## config.mk

```make
export PLATFORM = sky130hd
export DESIGN_NAME = barrel_scheduler_flat
export DESIGN_NICKNAME = d
export VERILOG_FILES = /design/src/rtl/barrel_scheduler_if.sv /design/src/rtl/barrel_scheduler.sv /design/src/flat_wrapper.sv
export SDC_FILE = /design/constraint.sdc
export NUM_CORES = 1
export LEC_CHECK = 0
export CAP_MARGIN = 20
export CORE_UTILIZATION = 56
export DETAILED_ROUTE_END_ITERATION = 8
export GPL_TIMING_DRIVEN = 0
export PLACE_DENSITY = 0.95
export SYNTH_ARGS = -nofsm -noshare
export SYNTH_HDL_FRONTEND = slang
export SYNTH_SLANG_ARGS = --single-unit
```

## constraint.sdc

```tcl
create_clock -name clk -period 3 [get_ports clk]
set_clock_uncertainty 0.05 [all_clocks]
set_input_delay 0.45 -clock clk [delete_from_list [all_inputs] [get_ports clk]]
set_output_delay 0.45 -clock clk [all_outputs]
set_load 0.02 [all_outputs]
```

## src/rtl/barrel_scheduler_if.sv

```systemverilog
// Handshake and status bundle between the barrel scheduler and the level logic.
interface barrel_scheduler_if #(
  parameter int NUM_SLOTS = 4,
  parameter int CNT_W     = 8
);
  logic                 tick;
  logic                 start;
  logic                 over;
  logic                 throw_ack;
  logic [NUM_SLOTS-1:0] retire;
  logic                 throw_req;
  logic [NUM_SLOTS-1:0] slot_start;
  logic [NUM_SLOTS-1:0] slot_kill;
  logic [NUM_SLOTS-1:0] active;
  logic [CNT_W-1:0]     released;
  logic [CNT_W-1:0]     interval;

  // Level/game side: drives ticks, start/over levels, acks and retires.
  modport master (
    output tick, start, over, throw_ack, retire,
    input  throw_req, slot_start, slot_kill, active, released, interval
  );

  // Scheduler side.
  modport slave (
    input  tick, start, over, throw_ack, retire,
    output throw_req, slot_start, slot_kill, active, released, interval
  );
endinterface

```

## src/rtl/barrel_scheduler.sv

```systemverilog
// Barrel release scheduler: tick-based cooldown, Kong throw handshake, then a
// start pulse into the lowest free barrel slot. Interval shrinks per release.
module barrel_scheduler #(
  parameter int NUM_SLOTS     = 4,
  parameter int INTERVAL_INIT = 96,
  parameter int INTERVAL_MIN  = 32,
  parameter int INTERVAL_STEP = 8,
  parameter int CNT_W         = 8
) (
  input  logic                clk,
  input  logic                rst,
  barrel_scheduler_if.slave   bus_io
);
  localparam int IDX_W = (NUM_SLOTS > 1) ? $clog2(NUM_SLOTS) : 1;
  localparam logic [CNT_W-1:0] INIT_C = CNT_W'(INTERVAL_INIT);
  localparam logic [CNT_W-1:0] MIN_C  = CNT_W'(INTERVAL_MIN);
  localparam logic [CNT_W-1:0] STEP_C = CNT_W'(INTERVAL_STEP);

  typedef enum logic [1:0] {IDLE, COOLDOWN, THROW, RELEASE} state_t;

  state_t               state_q, state_d;
  logic [CNT_W-1:0]     cooldown_q, cooldown_d;
  logic [CNT_W-1:0]     interval_q, interval_d;
  logic [CNT_W-1:0]     released_q, released_d;
  logic [NUM_SLOTS-1:0] active_q, active_d;
  logic [NUM_SLOTS-1:0] slot_kill_q, slot_kill_d;
  logic                 throw_req_q, throw_req_d;
  logic [IDX_W-1:0]     slot_idx_q, slot_idx_d;
  logic                 slot_vld_q, slot_vld_d;

  logic [NUM_SLOTS-1:0] avail_mask;
  logic [NUM_SLOTS-1:0] release_mask;
  logic [IDX_W-1:0]     free_idx;
  logic                 free_any;
  logic [CNT_W-1:0]     interval_dec;

  // Occupancy as it will stand after this cycle's retires. Sampled on the
  // ack cycle, it equals active_q during RELEASE, so the registered index is
  // the lowest free slot as seen in the RELEASE cycle itself.
  assign avail_mask = active_q & ~bus_io.retire;

  // Lowest-index free slot of the post-retire occupancy.
  always_comb begin
    free_idx = '0;
    free_any = 1'b0;
    for (int i = NUM_SLOTS - 1; i >= 0; i--) begin
      if (!avail_mask[i]) begin
        free_idx = IDX_W'(i);
        free_any = 1'b1;
      end
    end
  end

  // One-hot start pulse decoded from the RELEASE state and the held index.
  for (genvar gi = 0; gi < NUM_SLOTS; gi++) begin : g_start
    assign release_mask[gi] = (state_q == RELEASE) && slot_vld_q &&
                              (slot_idx_q == IDX_W'(gi));
  end

  // Next interval, clamped at the floor without ever wrapping below zero.
  assign interval_dec = ((interval_q > MIN_C) && ((interval_q - MIN_C) > STEP_C))
                        ? (interval_q - STEP_C) : MIN_C;

  // Next-state and output decode; game over overrides everything but reset.
  always_comb begin
    state_d     = state_q;
    cooldown_d  = cooldown_q;
    interval_d  = interval_q;
    released_d  = released_q;
    active_d    = avail_mask | release_mask;
    slot_kill_d = '0;
    slot_idx_d  = slot_idx_q;
    slot_vld_d  = slot_vld_q;

    if (bus_io.over && (state_q != IDLE)) begin
      state_d     = IDLE;
      slot_kill_d = active_q;
      active_d    = '0;
    end else begin
      case (state_q)
        IDLE: begin
          if (bus_io.start && !bus_io.over) begin
            state_d    = COOLDOWN;
            cooldown_d = INIT_C;
            interval_d = INIT_C;
            released_d = '0;
          end
        end
        COOLDOWN: begin
          if (cooldown_q == '0) begin
            if (!(&active_q)) state_d = THROW;
          end else if (bus_io.tick) begin
            cooldown_d = cooldown_q - CNT_W'(1);
          end
        end
        THROW: begin
          if (bus_io.throw_ack) begin
            state_d    = RELEASE;
            slot_idx_d = free_idx;
            slot_vld_d = free_any;
          end
        end
        RELEASE: begin
          state_d = COOLDOWN;
          if (slot_vld_q) begin
            released_d = (&released_q) ? released_q : (released_q + CNT_W'(1));
            interval_d = interval_dec;
            cooldown_d = interval_dec;
          end else begin
            cooldown_d = '0;
          end
        end
        default: state_d = IDLE;
      endcase
    end

    throw_req_d = (state_d == THROW);
  end

  // State and output registers with synchronous reset.
  always_ff @(posedge clk) begin
    if (rst) begin
      state_q     <= IDLE;
      cooldown_q  <= '0;
      interval_q  <= INIT_C;
      released_q  <= '0;
      active_q    <= '0;
      slot_kill_q <= '0;
      throw_req_q <= 1'b0;
      slot_idx_q  <= '0;
      slot_vld_q  <= 1'b0;
    end else begin
      state_q     <= state_d;
      cooldown_q  <= cooldown_d;
      interval_q  <= interval_d;
      released_q  <= released_d;
      active_q    <= active_d;
      slot_kill_q <= slot_kill_d;
      throw_req_q <= throw_req_d;
      slot_idx_q  <= slot_idx_d;
      slot_vld_q  <= slot_vld_d;
    end
  end

  assign bus_io.throw_req  = throw_req_q;
  assign bus_io.slot_start = release_mask;
  assign bus_io.slot_kill  = slot_kill_q;
  assign bus_io.active     = active_q;
  assign bus_io.released   = released_q;
  assign bus_io.interval   = interval_q;
endmodule

```

## src/flat_wrapper.sv

```systemverilog
// flat-port wrapper written by rule: the top's interface ports become plain ports
module barrel_scheduler_flat 
#(
  parameter int NUM_SLOTS     = 4,
  parameter int INTERVAL_INIT = 96,
  parameter int INTERVAL_MIN  = 32,
  parameter int INTERVAL_STEP = 8,
  parameter int CNT_W         = 8
)
  (clk, rst, bus_io_tick, bus_io_start, bus_io_over, bus_io_throw_ack, bus_io_retire, bus_io_throw_req, bus_io_slot_start, bus_io_slot_kill, bus_io_active, bus_io_released, bus_io_interval);
  barrel_scheduler_if #(.NUM_SLOTS(NUM_SLOTS), .CNT_W(CNT_W)) bus_io_i ();
  input  logic clk;
  input  logic rst;
  input wire logic [$bits(bus_io_i.tick)-1:0] bus_io_tick;
  input wire logic [$bits(bus_io_i.start)-1:0] bus_io_start;
  input wire logic [$bits(bus_io_i.over)-1:0] bus_io_over;
  input wire logic [$bits(bus_io_i.throw_ack)-1:0] bus_io_throw_ack;
  input wire logic [$bits(bus_io_i.retire)-1:0] bus_io_retire;
  output wire logic [$bits(bus_io_i.throw_req)-1:0] bus_io_throw_req;
  output wire logic [$bits(bus_io_i.slot_start)-1:0] bus_io_slot_start;
  output wire logic [$bits(bus_io_i.slot_kill)-1:0] bus_io_slot_kill;
  output wire logic [$bits(bus_io_i.active)-1:0] bus_io_active;
  output wire logic [$bits(bus_io_i.released)-1:0] bus_io_released;
  output wire logic [$bits(bus_io_i.interval)-1:0] bus_io_interval;
  assign bus_io_i.tick = bus_io_tick;
  assign bus_io_i.start = bus_io_start;
  assign bus_io_i.over = bus_io_over;
  assign bus_io_i.throw_ack = bus_io_throw_ack;
  assign bus_io_i.retire = bus_io_retire;
  assign bus_io_throw_req = bus_io_i.throw_req;
  assign bus_io_slot_start = bus_io_i.slot_start;
  assign bus_io_slot_kill = bus_io_i.slot_kill;
  assign bus_io_active = bus_io_i.active;
  assign bus_io_released = bus_io_i.released;
  assign bus_io_interval = bus_io_i.interval;
  barrel_scheduler #(.NUM_SLOTS(NUM_SLOTS), .INTERVAL_INIT(INTERVAL_INIT), .INTERVAL_MIN(INTERVAL_MIN), .INTERVAL_STEP(INTERVAL_STEP), .CNT_W(CNT_W)) u_core (.clk(clk), .rst(rst), .bus_io(bus_io_i));
endmodule
```

==> reports/results.tsv, run 1 <==
stage	metric	value	unit
cts	cts.sinks	38	
synthesis	ys_types	50	
power_and_ir_drop	powerDensity	437.2	nW/um2
critical_path	end_kind	primary output	
hold_path	min_from	u_core.cooldown_q[4]	
synthesis	synth-seq-cells	38	
synthesis	synth_warnings	0	
routing	drt-vias-per-instance	5.772	
routing	wl_per_cell	14.61	um
routing	drt_iter0_markers	96	
synthesis	synth_most_common_cell	dfxtp_1	
critical_path	reg2reg_depth	9	
layout	fillers	250	
placement	place_congestion	0.8877	
sta	tns	0	ns
die	coreArea	3442	um2
synthesis	synthSimpleGateAreaFrac	27.31	%
cts	cts_max_level	2	
power_and_ir_drop	power_leakage	1.020	nW
layout	area_growth	27.01	%
critical_path	critical_path_class	reg2out	
placement	io_buffer_count	37	
routing	num_vias	1997	
critical_path	rr_startpoint	u_core.bus_io.interval[5]	
sta	fin_ws	0.1807	ns
hold_path	min_path_cells	2	
cts	cts_buffers	5	
sta	hold_viol_final	0	
critical_path	crit_fanout	10	
layout	layout-drive-gt1-share	7.000	%
global_routing	grt_max_degree	14	
critical_path	arrival	2.32	ns
cts	root_buffer	clkbuf_8	
layout	nNetsFinal	320	
synthesis	syn-num-nets	277	
sta	period_needed	2.819	ns
synthesis	synthCells	256	
routing	ant_nets	0	
die	placementRows	21	
outcome	status	completed	
synthesis	syn_area	2090	um2
cts	post_cts_buffers	0	
sta	slew_viol_final	0	
layout	n_antenna_cell	0	
die	start_util	60.71	%
critical_path	worstPathRequired	2.50	ns
global_routing	grt_pass1_wl	8307	um
sta	worstMarginPinSlew	0.5141	ns
placement	dp_slack	0.3042	ns
global_routing	grtUsageTotal	26.87	%
layout	final_cells	346	
sta	rsz0062_at_grt	false	
routing	wl	5056	um
synthesis	muxShareOfSynthArea	0.4790	%
synthesis	synth_edf_count	0	
critical_path	cp-start-kind	flop	
hold_path	min_to	u_core.cooldown_q[4]	
synthesis	avgSynthCellArea	8.162	um2
power_and_ir_drop	max-vdd-ir-drop	309.0	uV
critical_path	reg2reg_to	u_core.bus_io.interval[4]	
sta	max_freq	0.3547	GHz
routing	first_pass_iters	4	
synthesis	seq_area_frac_synth	36.41	%
global_routing	gr-total-overflow	0	
cts	insertion_delay	0.29	ns
die	die_h	63.09	um
sta	slew_headroom	65.60	%
global_routing	grt_antenna_before_repair	0	
cts	cts_tree	yes	
synthesis	yosys-top-cells-area	dfxtp_1 36%, ha_1 6.6%, nor2_1 4.7%	
synthesis	synth-async-reset-ratio	0	%
power_and_ir_drop	p_total	1.160	mW
die	dieWidth	63.09	um
cts	clockBufferDepth	2	
placement	place_inst	339	
synthesis	synth_top_cell_by_area	dfxtp_1	
die	die_area	3980	um2
synthesis	yosys_most_used_dff	dfxtp_1	
synthesis	synthTopCellsByCount	38 x dfxtp_1, 26 x nor2_1, 23 x nand2_1	
routing	drc	0	
die	ios	39	
cts	holdBufCountCts	0	
sta	setup_viol	0	
layout	fin_util	77.10	%
cts	clk_pin_slew	0.08	ns
global_routing	grt_pass1_vias	1807	
synthesis	synth_top_area_share	36.41	%
job	maxCapViolCount	0	
synthesis	synth_top_family_by_area	simple AND/OR/NAND/NOR gates	
sta	timing.final.crit_share	93.98	%
synthesis	synth_xor_area_share	5.449	%
placement	dp_hpwl	3716	um
critical_path	r2r_setup_slack	0.63	ns
hold_path	hold_path.class	reg2reg	
synthesis	synthAdderAreaFrac	6.587	%
synthesis	synth_compound_area_share	18.02	%
-- cell families after synthesis --
| family | Yosys count |
|---|---|
| AND/OR/NAND/NOR | 109 |
| AO/OA/AOI/OAI | 54 |
| flip-flops | 38 |
| buffers and inverters | 30 |
| XOR/XNOR | 13 |
| adder cells (fa/ha/maj) | 11 |
| multiplexers | 1 |
-- report_power, final --
| group | switching, mW | internal (mW) | total, mW |
|---|---|---|---|
| clock | 0.191 | 0.333 | 0.524 |
| sequential | 0.00714 | 0.509 | 0.516 |
| combinational | 0.0731 | 0.0469 | 0.120 |
| total | 0.271 | 0.889 | 1.16 |
-- worst max-delay path, cell delays in order (launching register included) --
cell and delay (ns):
dfxtp_1 0.44, ha_2 0.35, and2_1 0.24, nand2_1 0.07, or2_2 0.29, inv_1 0.05, clkdlybuf4s50_1 0.59
-- metal layers --
layer	global-route usage [%]	wire length (um)	up-vias
li1	-	-	975
met1	34.42	2269	947
met5	0	0	-
met2	43.41	2428	63
met4	12.50	104	0
met3	4.891	253	12
-- layout make-up --
class	count	area (um2)	share of cell area [%]
Buffer	7	33.78	1.273
Clock buffer	5	68.82	2.593
Clock inverter	3	68.82	2.593
Inverter	22	82.58	3.112
Multi-Input combinational cell	188	1211	45.64
Sequential cell	38	760.7	28.67
Tap cell	46	57.56	2.169
Timing Repair Buffer	37	370.4	13.96
-- through the flow --
stage,hold WS [ns],area [um2]
after floorplan,0.4132,2090
after global placement,0.4401,2517
after detailed placement,0.4430,2517
after CTS,0.4541,2651
after global routing,0.4724,2654
final,0.4553,2654
-- what timing repair did --
action / CTS / global route
gates resized for setup: 0 / 1
setup endpoints to repair: 1 / 1
endpoints found under the hold margin: 0 / 0
-- worst max-delay path by stage --
| stage | slack, ns | endpoint | depth (start not counted) | start |
|---|---|---|---|---|
| after global placement | 0.33 | bus_io_slot_start[2] | 7 | u_core.state_q[1] |
| after CTS | 0.08 | bus_io_slot_start[2] | 6 | u_core.state_q[1] |
| final | 0.18 | bus_io_slot_start[2] | 6 | u_core.state_q[1] |
| after detailed placement | 0.30 | bus_io_slot_start[2] | 7 | u_core.state_q[1] |
| after global routing | 0.09 | bus_io_slot_start[2] | 6 | u_core.state_q[1] |
| after floorplan | 0.80 | u_core.cooldown_q[6] | 9 | u_core.bus_io.interval[5] |
-- cell usage in the layout (no fill, tap or decap), types with 4 or more instances in the layout --
cell and instances:
dfxtp_1 38, clkdlybuf4s50_1 37, nor2_1 26, nand2_1 23, inv_1 22, a21oi_1 17
and2_1 11, nand3_1 11, xnor2_1 11, ha_1 10, nand2b_1 7, clkbuf_1 6
nor3_1 6, o21ai_0 6, a31oi_1 5, clkbuf_8 5, nor4_1 4
-- sequential cells by signal (all words and copies together), names as in the netlist --
register,count
u_core.bus_io.slot_kill,4
u_core.state_q,2
u_core.bus_io.interval,8
u_core.bus_io.active,4
u_core.slot_idx_q,2
u_core.cooldown_q,8
u_core.bus_io.released,8
u_core.bus_io.throw_req,1
u_core.slot_vld_q,1
Power figures use the tool's default switching activity.
==> run 2, diff against run 1 <==
Settings changed: CORE_ASPECT_RATIO set to 0.9, CORE_MARGIN set to 2, CORE_UTILIZATION 56 to 30, PLACE_DENSITY 0.95 to 0.62.
==> run 2 against run 1 <==
Cell count up 13%. Clock-buffer cell count is the same. Sequential share of layout area down 0.58 points. Largest cell class unchanged. Wire length is 2.3% lower. Clock power hardly changed. Worst hold slack better by 0.0012 ns.
==> reports/results.tsv, run 2 (same netlist as run 1, synthesis figures left out) <==
stage	metric	value	unit	change
cts	post_cts_buffers	0		unchanged
die	coreArea	6656	um2	was 3442 um2
critical_path	critical_path_class	reg2out		unchanged
sta	max_freq	0.3526	GHz	was 0.3547 GHz
power_and_ir_drop	powerDensity	429.4	nW/um2	was 437.2 nW/um2
global_routing	grt_antenna_before_repair	0		unchanged
cts	insertion_delay	0.29	ns	about the same
layout	final_cells	390		was 346
placement	place_congestion	0.7797		was 0.8877
hold_path	hold_path.class	reg2reg		unchanged
global_routing	grtUsageTotal	13.44	%	was 26.87%
layout	fin_util	40.70	%	was 77.10%
die	start_util	31.39	%	was 60.71%
layout	nNetsFinal	320		unchanged
cts	cts_tree	yes		unchanged
global_routing	gr-total-overflow	0		unchanged
die	dieWidth	91.97	um	was 63.09 um
placement	io_buffer_count	37		unchanged
die	die_area	7650	um2	was 3980 um2
sta	tns	0	ns	unchanged
routing	ant_nets	0		unchanged
sta	setup_viol	0		unchanged
routing	wl	4940	um	was 5056 um
layout	final_common_cell	dfxtp_1		unchanged
power_and_ir_drop	max-vdd-ir-drop	210.7	uV	was 309.0 uV
cts	clockBufferDepth	2		unchanged
placement	dp_hpwl	3729	um	was 3716 um
cts	cts_buffers	5		unchanged
sta	timing.final.crit_share	94.53	%	was 93.98%
sta	period_needed	2.836	ns	was 2.819 ns
routing	drt_iter0_markers	130		was 96
power_and_ir_drop	power_leakage	1.020	nW	unchanged
routing	first_pass_iters	4		unchanged
critical_path	cp-start-kind	flop		unchanged
layout	final_cell_mix	38 x dfxtp_1, 37 x clkdlybuf4s50_1, 26 x nor2_1		unchanged
global_routing	grt_max_degree	14		unchanged
routing	drt-vias-per-instance	4.851		was 5.772
sta	worstMarginPinSlew	0.5134	ns	was 0.5141 ns
layout	n_antenna_cell	0		unchanged
cts	clk_pin_slew	0.08	ns	about the same
sta	hold_viol_final	0		unchanged
layout	layout-drive-gt1-share	7.000	%	unchanged
placement	place_inst	383		was 339
cts	cts.sinks	38		unchanged
layout	area_growth	29.64	%	was 27.01%
routing	wl_per_cell	12.67	um	was 14.61 um
critical_path	worstPathRequired	2.50	ns	about the same
routing	num_vias	1892		was 1997
global_routing	grt_pass1_vias	1803		was 1807
critical_path	crit_fanout	10		unchanged
global_routing	grt_pass1_wl	8542	um	was 8307 um
die	placementRows	28		was 21
outcome	status	completed		unchanged
routing	drc	0		unchanged
critical_path	end_kind	primary output		unchanged
cts	root_buffer	clkbuf_8		unchanged
sta	slew_headroom	65.65	%	was 65.60%
sta	rsz0062_at_grt	false		unchanged
die	die_h	83.18	um	was 63.09 um
job	maxCapViolCount	0		unchanged
critical_path	arrival	2.34	ns	was 2.32 ns
cts	cts_max_level	2		unchanged
die	ios	39		unchanged
sta	slew_viol_final	0		unchanged
-- run 2: cell counts in the layout (fill, tap and decap cells not counted) --
Identical to the previous run, type by type.
-- run 2: final timing paths --
kind / startpoint / endpoint / slack (ns) / cells past startpoint
max reg2reg: u_core.state_q[1] / u_core.bus_io.released[7] / 0.65 / 8
max: u_core.state_q[1] / bus_io_slot_start[2] / 0.16 / 6
min reg2reg: u_core.bus_io.interval[1] / u_core.bus_io.interval[1] / 0.46 / 1
min: u_core.bus_io.interval[1] / u_core.bus_io.interval[1] / 0.46 / 1
-- run 2: timing repair --
item | in CTS | in global routing
hold buffers | 0 | 0
gates resized for setup | 0 | 1
setup endpoints to repair | 2 | 2
cloned | 0 | 0
-- run 2: critical path, cell delays in order, from the launching register on --
cell	delay, ns
dfxtp_1	0.45
ha_2	0.37
and2_1	0.24
nand2_1	0.06
or2_2	0.28
inv_1	0.06
clkdlybuf4s50_1	0.59
-- run 2: area by class of cell --
class,count,area (um2)
plain buffers,7,33.78
clock buffers,5,68.82
clock inverters,3,68.82
fillers,703,3948
inverters,22,82.58
multi-input cells,188,1211
flip-flops and latches,38,760.7
well taps,90,112.6
repair buffers,37,370.4
-- run 2: through the flow --
stage | power (mW) | hold slack, ns | cell area, um2 | setup slack [ns]
floorplan | 0.6111 | 0.4132 | 2090 | 0.7995
global placement | 0.6455 | 0.4391 | 2572 | 0.2655
detailed placement | 0.6465 | 0.4463 | 2572 | 0.2594
CTS | 1.174 | 0.4588 | 2706 | 0.04595
global route | 1.213 | 0.4833 | 2709 | 0.03394
finish | 1.163 | 0.4565 | 2709 | 0.1642
-- run 2: report_power, final --
group	internal [mW]	switching (mW)	total (mW)
Sequential	0.509	0.00737	0.517
Clock	0.333	0.194	0.527
Combinational	0.0470	0.0721	0.119
Total	0.890	0.274	1.16
-- run 2: metal layers --
metal / track usage (%) / up-vias / part of all wire (%)
met5: 0 / - / 0
met4: 3.664 / 0 / 1.4
met3: 2.995 / 6 / 4.0
met2: 19.32 / 36 / 41
met1: 20.07 / 863 / 54
li1: - / 987 / -
